--- config.mk ---
export PLATFORM = sky130hd
export DESIGN_NAME = cdc_result_sink
export DESIGN_NICKNAME = d
export VERILOG_FILES = /design/src/rtl/cdc_result_sink.sv
export SDC_FILE = /design/constraint.sdc
export NUM_CORES = 1
export LEC_CHECK = 0
export BUFFER_PORTS_ARGS = -buffer_cell sky130_fd_sc_hd__buf_2
export CORE_MARGIN = 5
export CORE_UTILIZATION = 50
export DETAILED_ROUTE_END_ITERATION = 12
export PLACE_DENSITY_LB_ADDON = 0.25
export SLEW_MARGIN = 20
export SYNTH_ARGS = -nofsm -noshare
export SYNTH_HDL_FRONTEND = slang
export SYNTH_SLANG_ARGS = --single-unit
--- constraint.sdc ---
create_clock -name clk_2 -period 3.4 [get_ports clk_2]
set_input_delay 0.51 -clock clk_2 [delete_from_list [all_inputs] [get_ports clk_2]]
set_output_delay 0.51 -clock clk_2 [all_outputs]
set_load 0.005 [all_outputs]
--- src/rtl/cdc_result_sink.sv ---
// Result sink for the clk_2 side of the CDC block: buffers result strobes, counts them per frame,
// and flags completion, overflow and stall. Optional checksum output when CDC_SINK_CHECKSUM_EN is defined.

// Generic FWFT FIFO with synchronous flush.
// Latency: a word pushed at edge N is visible on dout/!empty after edge N.
// Backpressure: push while full is accepted only if a pop happens in the same cycle, else ignored.
module sync_fifo #(
    parameter int W     = 8,
    parameter int DEPTH = 4
) (
    input  logic         clk,
    input  logic         arst_n,
    input  logic         flush,
    input  logic         push,
    input  logic         pop,
    input  logic [W-1:0] din,
    output logic         full,
    output logic         empty,
    output logic [W-1:0] dout
);
    localparam int AW = $clog2(DEPTH);
    localparam int CW = $clog2(DEPTH + 1);

    logic [W-1:0]  mem [DEPTH];
    logic [AW-1:0] wr_ptr;
    logic [AW-1:0] rd_ptr;
    logic [CW-1:0] cnt;
    logic          do_push;
    logic          do_pop;

    assign full    = (cnt == CW'(DEPTH));
    assign empty   = (cnt == '0);
    assign do_pop  = pop && !empty;
    assign do_push = push && (!full || do_pop);
    assign dout    = mem[rd_ptr];

    always_ff @(posedge clk) begin
        if (do_push && !flush) begin
            mem[wr_ptr] <= din;
        end
    end

    always_ff @(posedge clk or negedge arst_n) begin
        if (!arst_n) begin
            wr_ptr <= '0;
            rd_ptr <= '0;
            cnt    <= '0;
        end else if (flush) begin
            wr_ptr <= '0;
            rd_ptr <= '0;
            cnt    <= '0;
        end else begin
            if (do_push) wr_ptr <= wr_ptr + 1'b1;
            if (do_pop)  rd_ptr <= rd_ptr + 1'b1;
            if (do_push && !do_pop)      cnt <= cnt + 1'b1;
            else if (do_pop && !do_push) cnt <= cnt - 1'b1;
        end
    end
endmodule

// Frame collector: counts accepted results against exp_cnt, times out stalled frames.
// Latency: result visible on rd_* one cycle after out_valid; frame_done one cycle after last result.
// Backpressure: none toward the CDC; results arriving with the buffer full are dropped and flagged.
module cdc_result_sink #(
    parameter int DATA_W      = 8,
    parameter int DEPTH       = 4,
    parameter int TIMEOUT_CYC = 64
) (
    input  logic              clk_2,
    input  logic              rst_n,
    input  logic              out_valid,
    input  logic [DATA_W-1:0] out,
    input  logic              start,
    input  logic [3:0]        exp_cnt,
    input  logic              rd_ready,
    output logic              rd_valid,
    output logic [DATA_W-1:0] rd_data,
    output logic              frame_done,
    output logic              overflow,
`ifdef CDC_SINK_CHECKSUM_EN
    output logic [11:0]       checksum,
`endif
    output logic              timeout
);
    localparam int TW = $clog2(TIMEOUT_CYC + 1);
    localparam logic [TW-1:0] TIMER_LAST = TW'(TIMEOUT_CYC - 1);

    typedef enum logic [1:0] {
        IDLE    = 2'd0,
        COLLECT = 2'd1,
        DONE    = 2'd2,
        ERR     = 2'd3
    } state_t;

    state_t            state;
    state_t            state_nxt;
    logic [4:0]        exp_len;
    logic [4:0]        count;
    logic [4:0]        count_inc;
    logic [TW-1:0]     timer;
    logic              start_ok;
    logic              accept;
    logic              pop;
    logic              fifo_full;
    logic              fifo_empty;
    logic [DATA_W-1:0] fifo_dout;

    assign start_ok  = start && ((state == IDLE) || (state == ERR));
    assign accept    = (state == COLLECT) && out_valid;
    assign pop       = rd_valid && rd_ready;
    assign count_inc = count + 5'd1;

    sync_fifo #(
        .W     (DATA_W),
        .DEPTH (DEPTH)
    ) u_fifo (
        .clk    (clk_2),
        .arst_n (rst_n),
        .flush  (start_ok),
        .push   (accept),
        .pop    (pop),
        .din    (out),
        .full   (fifo_full),
        .empty  (fifo_empty),
        .dout   (fifo_dout)
    );

    // Stale RAM contents are masked so an empty buffer always presents zero.
    assign rd_valid   = !fifo_empty;
    assign rd_data    = fifo_empty ? '0 : fifo_dout;
    assign frame_done = (state == DONE);
    assign timeout    = (state == ERR);

    always_comb begin
        state_nxt = state;
        case (state)
            IDLE:    if (start_ok) state_nxt = COLLECT;
            COLLECT: begin
                if (accept && (count_inc == exp_len))            state_nxt = DONE;
                else if (!out_valid && (timer == TIMER_LAST))    state_nxt = ERR;
            end
            DONE:    state_nxt = IDLE;
            ERR:     if (start_ok) state_nxt = COLLECT;
            default: state_nxt = IDLE;
        endcase
    end

    always_ff @(posedge clk_2 or negedge rst_n) begin
        if (!rst_n) begin
            state    <= IDLE;
            exp_len  <= '0;
            count    <= '0;
            timer    <= '0;
            overflow <= 1'b0;
        end else begin
            state <= state_nxt;
            if (start_ok) begin
                // exp_cnt of zero encodes a 16-result frame.
                exp_len  <= {(exp_cnt == 4'd0), exp_cnt};
                count    <= '0;
                timer    <= '0;
                overflow <= 1'b0;
            end else if (state == COLLECT) begin
                if (accept) begin
                    count <= count_inc;
                    timer <= '0;
                    if (fifo_full && !pop) overflow <= 1'b1;
                end else begin
                    timer <= timer + 1'b1;
                end
            end
        end
    end

`ifdef CDC_SINK_CHECKSUM_EN
    // Dropped words still contribute, so the sum reflects what the CDC delivered.
    always_ff @(posedge clk_2 or negedge rst_n) begin
        if (!rst_n) begin
            checksum <= '0;
        end else if (start_ok) begin
            checksum <= '0;
        end else if (accept) begin
            checksum <= checksum + 12'(out);
        end
    end
`endif
endmodule

==> impl_metrics.tcl, run 1 <==
set metrics [dict create \
    outcome "complete, no violations" \
    htreeDepth 3 \
    gp_congestion 0.821 \
    cts_buffers 9 \
    clk_path_buf_depth 2 \
    synth_ff_type "edfxtp_1" \
    synthArstFlopShare_pct 45.8 \
    first_global_vias 1950 \
    postPlaceCellArea_um2 3060 \
    synth_cell_types 46 \
    fin_nets 297 \
    skew_ns 0.00657 \
    io_buffers 28 \
    drc 0 \
    p_per_area_nw_per_um2 799 \
    dp_hpwl_um 3640 \
    design_area_um2 3270 \
    crit_type "register to register" \
    cts_setup_buffers 0 \
    cts_tree "done" \
    use_met3_pct 4.03 \
    finalMaxSlewViolations 0 \
    ys_warn_count 0 \
    synth-seq-cells 59 \
    postCtsHoldBufs 0 \
    fin_setup_tns_ns 0 \
    synthTopCellsByArea "edfxtp_1, dfrtp_1, mux4_2" \
    synth_seq_area_share_pct 56.8 \
    clock_latency_ns 0.34 \
    drive_gt1_share_pct 20.8 \
    grtUsageMet2_pct 24.9 \
    met1_usage_pct 21.8 \
    grt_first_pass_wirelength_um 9200 \
    core_um2 5540 \
    firstDrtPassIters 4 \
    drt_iter0_markers 99 \
    detail-route-antenna-nets 0 \
    via_per_inst 5.45 \
    cp.arrival_ns 2.94 \
    top_usage_layer "met2" \
    grt-ovfl-total 0 \
    synth_edf_count 32 \
    worstHoldPathType "primary input to asynchronous set/reset pin" \
    synthCells 242 \
    cts.clk_slew.worst_paths_ns 0.07 \
    maxSlewHeadroom_pct 41.4 \
    ctsResizeCount 0 \
    avgSynthCellArea_um2 11.9 \
    max_cap_viol_count 0 \
    yosysMostFrequentCell "edfxtp_1" \
    synthTopCellsByCount "edfxtp_1, dfrtp_1, nand2_1, nor2_1, a21oi_1" \
    clock_sinks 59 \
    grt.total_usage_pct 16.4 \
    rows 27 \
    synth.net_count 270 \
    die_h_um 85.9 \
    cp_max_fo 12 \
    dp_slack_ns 0.673 \
    cp-end-kind "register" \
    leakagePower_uw 0.00135 \
    setup_viol 0 \
    grt_max_degree 28 \
    tightest_slew_ns 0.879 \
    max_freq_mhz 362 \
    worst_slack_ns 0.638 \
    antennaDiodeCount 0 \
    grt_setup_unrepaired "no" \
    start_util_pct 52.0 \
    pin_count 29 \
    antenna_found_initial 0 \
    die_w_um 85.9 \
    cts-root-buf "clkbuf_8" \
    synth_area_um2 2880 \
    wire_per_inst_um 15.3 \
    min_period_over_period_pct 81.2 \
    post-route-min-period_ns 2.76 \
    area_growth_pct 13.4 \
    hold_viol 0 \
    dieArea_um2 7380 \
    peakVddDrop_v 0.000320 \
    cp_data_required_time_ns 3.58 \
    routed_wl_um 5300 \
    synth_top_area_share_pct 33.4 \
    route.vias.total 1887 \
    cp-start-kind "register" \
    yosys.area.top_type "edfxtp_1" \
]
[metrics by stage]
stage               std cells  util (%)  total power, uW  hold slack, ns
floorplan                 242         -             1750           0.214
global placement          330      55.3             1980           0.489
detailed placement        330      55.3             2000           0.487
CTS                       346      58.9             2640           0.196
global route              346      58.9             2820           0.224
finish                    346      58.9             2610           0.177
[worst max-delay path: stages, from the launching register on]
cell and delay (ns):
dfrtp_1 0.43, ha_1 0.32, nand2_1 0.34, nor2_1 0.20
and2_1 0.20, fa_1 0.42, or3_1 0.38, a311oi_1 0.26
nor2_1 0.07
[layout by cell type, fill, tap and decap left out, types with 2 or more instances in the layout]
cell type  Yosys  routed
mux4_2         8       8
clkinv_4       0       3
xnor2_1        6       6
o31ai_1        2       2
nor4_1         2       2
inv_1         10      10
a31oi_1        5       5
nor2_1        21      21
or3_1          3       3
nand4_1        3       3
and3_1         5       5
buf_2          1      28
clkbuf_8       0       9
nand2_1       23      23
o21ai_0        7       7
dfrtp_1       27      27
nand3_1        5       5
nor3_1         2       2
a21oi_1       14      14
xor2_1         6       6
edfxtp_1      32      32
ha_1          10      10
and2_1        12      12
nand2b_1       3       3
o211ai_1       2       2
[power breakdown]
group,switching [uW],leakage [uW],internal [uW]
Sequential,151,0.000646,894
Combinational,496,0.000603,441
Clock,286,0.0000998,342
Total,933,0.00135,1680
[final timing paths]
kind | endpoint | from | slack (ns) | cells past startpoint
worst max-delay path | u_fifo.cnt[2]$_DFFE_PN0P_ | state[0]$_DFFE_PN0P_ | 0.64 | 8
worst min-delay path | timer[2]$_DFFE_PN0P_ | rst_n | 0.18 | 1
worst max register to register | u_fifo.cnt[2]$_DFFE_PN0P_ | state[0]$_DFFE_PN0P_ | 0.64 | 8
worst min register to register | exp_len[0]$_DFFE_PN0P_ | exp_len[0]$_DFFE_PN0P_ | 0.50 | 2
max in group asynchronous | u_fifo.cnt[2]$_DFFE_PN0P_ | rst_n | 2.82 | 1
min in group clk_2 | exp_len[1]$_DFFE_PN0P_ | exp_cnt[1] | 0.37 | 3
[per-layer routing]
metal  vias to the layer above  wire [um]  share of wire (%)
met3                         8        181                3.4
met2                        32       2600                 49
met1                       914       2420                 46
met4                         0         89                1.7
met5                         -          0                  0
li1                        933          -                  -
[logic make-up after synthesis]
| logic type | count (synthesis) | share of synthesized area, % |
|---|---|---|
| AOI/OAI and AO/OA | 38 | 8.25 |
| and+or+nand+nor | 90 | 16.3 |
| buffers and inverters | 22 | 2.91 |
| DFF | 59 | 56.8 |
| adders and majority gates | 11 | 5.04 |
| xor gates and xnor gates | 12 | 3.65 |
| muxes | 10 | 6.99 |
[layout make-up]
| type | instances | area [um^2] |
|---|---|---|
| timing repair buffer | 28 | 140 |
| clock inverter | 7 | 77.6 |
| clock buffer | 9 | 124 |
| sequential | 59 | 1640 |
| fill | 490 | 2270 |
| tap | 72 | 90.1 |
| multi-input combinational | 161 | 1160 |
| inverter | 10 | 37.5 |
[sequential cells by signal, summed over array words and instances (netlist names)]
| signal | cells |
|---|---|
| u_fifo.mem | 32 |
| timer | 7 |
| count | 5 |
| exp_len | 5 |
| u_fifo.cnt | 3 |
| state | 2 |
| u_fifo.rd_ptr | 2 |
| u_fifo.wr_ptr | 2 |
| overflow | 1 |
(Power assumes the default switching activity.)
==> inputs of run 2 (changes only) <==
==> constraint.sdc (replaced) <==
create_clock -name clk_2 -period 2.28 [get_ports clk_2]
set_input_delay 0.342 -clock clk_2 [delete_from_list [all_inputs] [get_ports clk_2]]
set_output_delay 0.342 -clock clk_2 [all_outputs]
set_load 0.005 [all_outputs]
==> run 2 against run 1 <==
Routed wire length rose by 3.6%. Sequential cell count did not move. Total power rose by 58%. Maximum frequency rose by 28%. Register-to-register slack got worse by 0.51 ns. Count of clock-buffer cells in the layout did not move. Clock skew fell by 0.00076 ns. Combinational power rose by 79%. Cell count rose by 5.2%. Largest cell class unchanged.
==> impl_metrics.tcl, run 2 (same netlist as run 1, synthesis figures left out) <==
set metrics [dict create \
    outcome "complete, no violations" \
    cp-startpoint "u_fifo.cnt[0]$_DFFE_PN0P_" \
    grt-ovfl-total 0 \
    cts_buffers 9 \
    layout_common_cells "edfxtp_1, buf_2, dfrtp_1, nand2_1, nor2_1" \
    core_um2 5540 \
    area_growth_pct 19.4 \
    cts.clk_slew.worst_paths_ns 0.07 \
    die_w_um 85.9 \
    peakVddDrop_v 0.000528 \
    clk_path_buf_depth 2 \
    path_delay_family "simple AND/OR/NAND/NOR gates" \
    antennaDiodeCount 0 \
    worst_slack_ns 0.128 \
    crit_type "register to register" \
    tightest_slew_ns 0.616 \
    grt_first_pass_wirelength_um 9320 \
    drc 0 \
    routed_wl_um 5490 \
    drive_gt1_share_pct 27.4 \
    gp_congestion 0.856 \
    largest_register_ff_count 32 \
    cpPeakStageDelay_ns 0.41 \
    cp-start-kind "register" \
    postCtsHoldBufs 0 \
    fin_nets 315 \
    cp_max_fo 4 \
    io_buffers 28 \
    min_period_over_period_pct 94.4 \
    skew_ns 0.00581 \
    crit_chain "nor4b_4 -> nor2_1 -> and2_1 -> fa_2 -> or3_1 -> a311oi_1 -> nor2_1" \
    cp_data_required_time_ns 2.48 \
    via_per_inst 5.38 \
    setup_viol 0 \
    worstHoldPathType "primary input to asynchronous set/reset pin" \
    reg2reg_from "u_fifo.cnt[0]$_DFFE_PN0P_" \
    top_regs "u_fifo.mem (32), timer (7)" \
    dp_slack_ns 0.0533 \
    start_util_pct 52.0 \
    first_global_vias 1897 \
    dr.max_layer_used "met4" \
    leakagePower_uw 0.00144 \
    cp.arrival_ns 2.35 \
    max_cap_viol_count 0 \
    grt_max_degree 28 \
    hold_viol 0 \
    slowest_stage "dfrtp_1" \
    final_common_cell "edfxtp_1" \
    postPlaceCellArea_um2 3220 \
    detail-route-antenna-nets 0 \
    grt.total_usage_pct 16.6 \
    clock_sinks 59 \
    design_area_um2 3440 \
    cts-root-buf "clkbuf_8" \
    dp_hpwl_um 3870 \
    timing.hold.ws_ns 0.0176 \
    p_per_area_nw_per_um2 1200 \
    fin_setup_tns_ns 0 \
    wl_met1_um 2480 \
    max_flop_register "u_fifo.mem" \
    cts_tree "done" \
    max_freq_mhz 465 \
    finalMaxSlewViolations 0 \
    fillerInstances 449 \
    final_cells 364 \
    clock_latency_ns 0.33 \
    dieArea_um2 7380 \
    cp-end-kind "register" \
    wire_per_inst_um 15.1 \
    place_inst 347 \
    route.vias.total 1958 \
    die_h_um 85.9 \
    crit_buf_inv 0 \
    r2r_end "u_fifo.cnt[2]$_DFFE_PN0P_" \
    rows 27 \
    r2r_cells 7 \
    htreeDepth 3 \
    wl_met3_um 204 \
    drt_iter0_markers 88 \
    crit_top_cell "nor2_1" \
    antenna_found_initial 0 \
    wl_met2_um 2720 \
    post-route-min-period_ns 2.15 \
    pin_count 29 \
    firstDrtPassIters 4 \
    maxSlewHeadroom_pct 58.9 \
    r2r_slack_ns 0.13 \
]
## run 2: metal layers
| layer | vias to the layer above | track usage [%] |
|---|---|---|
| li1 | 970 | - |
| met1 | 948 | 22.1 |
| met2 | 34 | 25.5 |
| met3 | 6 | 5.19 |
| met4 | 0 | 6.04 |
| met5 | - | 0 |
## run 2: report_power, final
part | internal (uW) | switching, uW
sequential | 1330 | 167
combinational | 831 | 851
clock | 511 | 430
## run 2: through the flow
stage                     power (uW)  utilization [%]
final                           4120             62.1
after global routing            4440             62.1
after CTS                       4130             61.7
after detailed placement        3180             58.0
after global placement          3140             58.0
after floorplan                 2650                -
## run 2: worst max path at each step
stage / to / slack (ns) / cells after the start
2_1_floorplan: u_fifo.cnt[2]$_DFFE_PN0P_ / 0.02 / 9
3_3_place_gp: u_fifo.cnt[2]$_DFFE_PN0P_ / 0.16 / 8
3_5_place_dp: u_fifo.cnt[2]$_DFFE_PN0P_ / 0.05 / 8
4_1_cts: u_fifo.cnt[2]$_DFFE_PN0P_ / 0.08 / 7
5_1_grt: u_fifo.cnt[2]$_DFFE_PN0P_ / -0.004 / 7
6_report: u_fifo.cnt[2]$_DFFE_PN0P_ / 0.13 / 7
## run 2: worst register-to-register path, cell delays in order, from the launching register on
cell	delay (ns)
dfrtp_1	0.41
nor4b_4	0.31
nor2_1	0.08
and2_1	0.16
fa_2	0.37
or3_1	0.38
a311oi_1	0.26
nor2_1	0.06
## run 2: area by class of cell
cell class	count	area, um^2	share of cell area [%]
clock inverter	7	77.6	2.26
sequential	59	1640	47.6
timing repair buffer	46	275	8.01
multi-input combinational	161	1200	34.8
tap	72	90.1	2.62
clock buffer	9	124	3.60
inverter	10	37.5	1.09
## run 2: what timing repair did
action / in CTS / in global routing
gates resized for setup: 0 / 2
endpoints found under the hold margin: 0 / 0
setup endpoints to repair: 0 / 1
setup buffers: 0 / 1
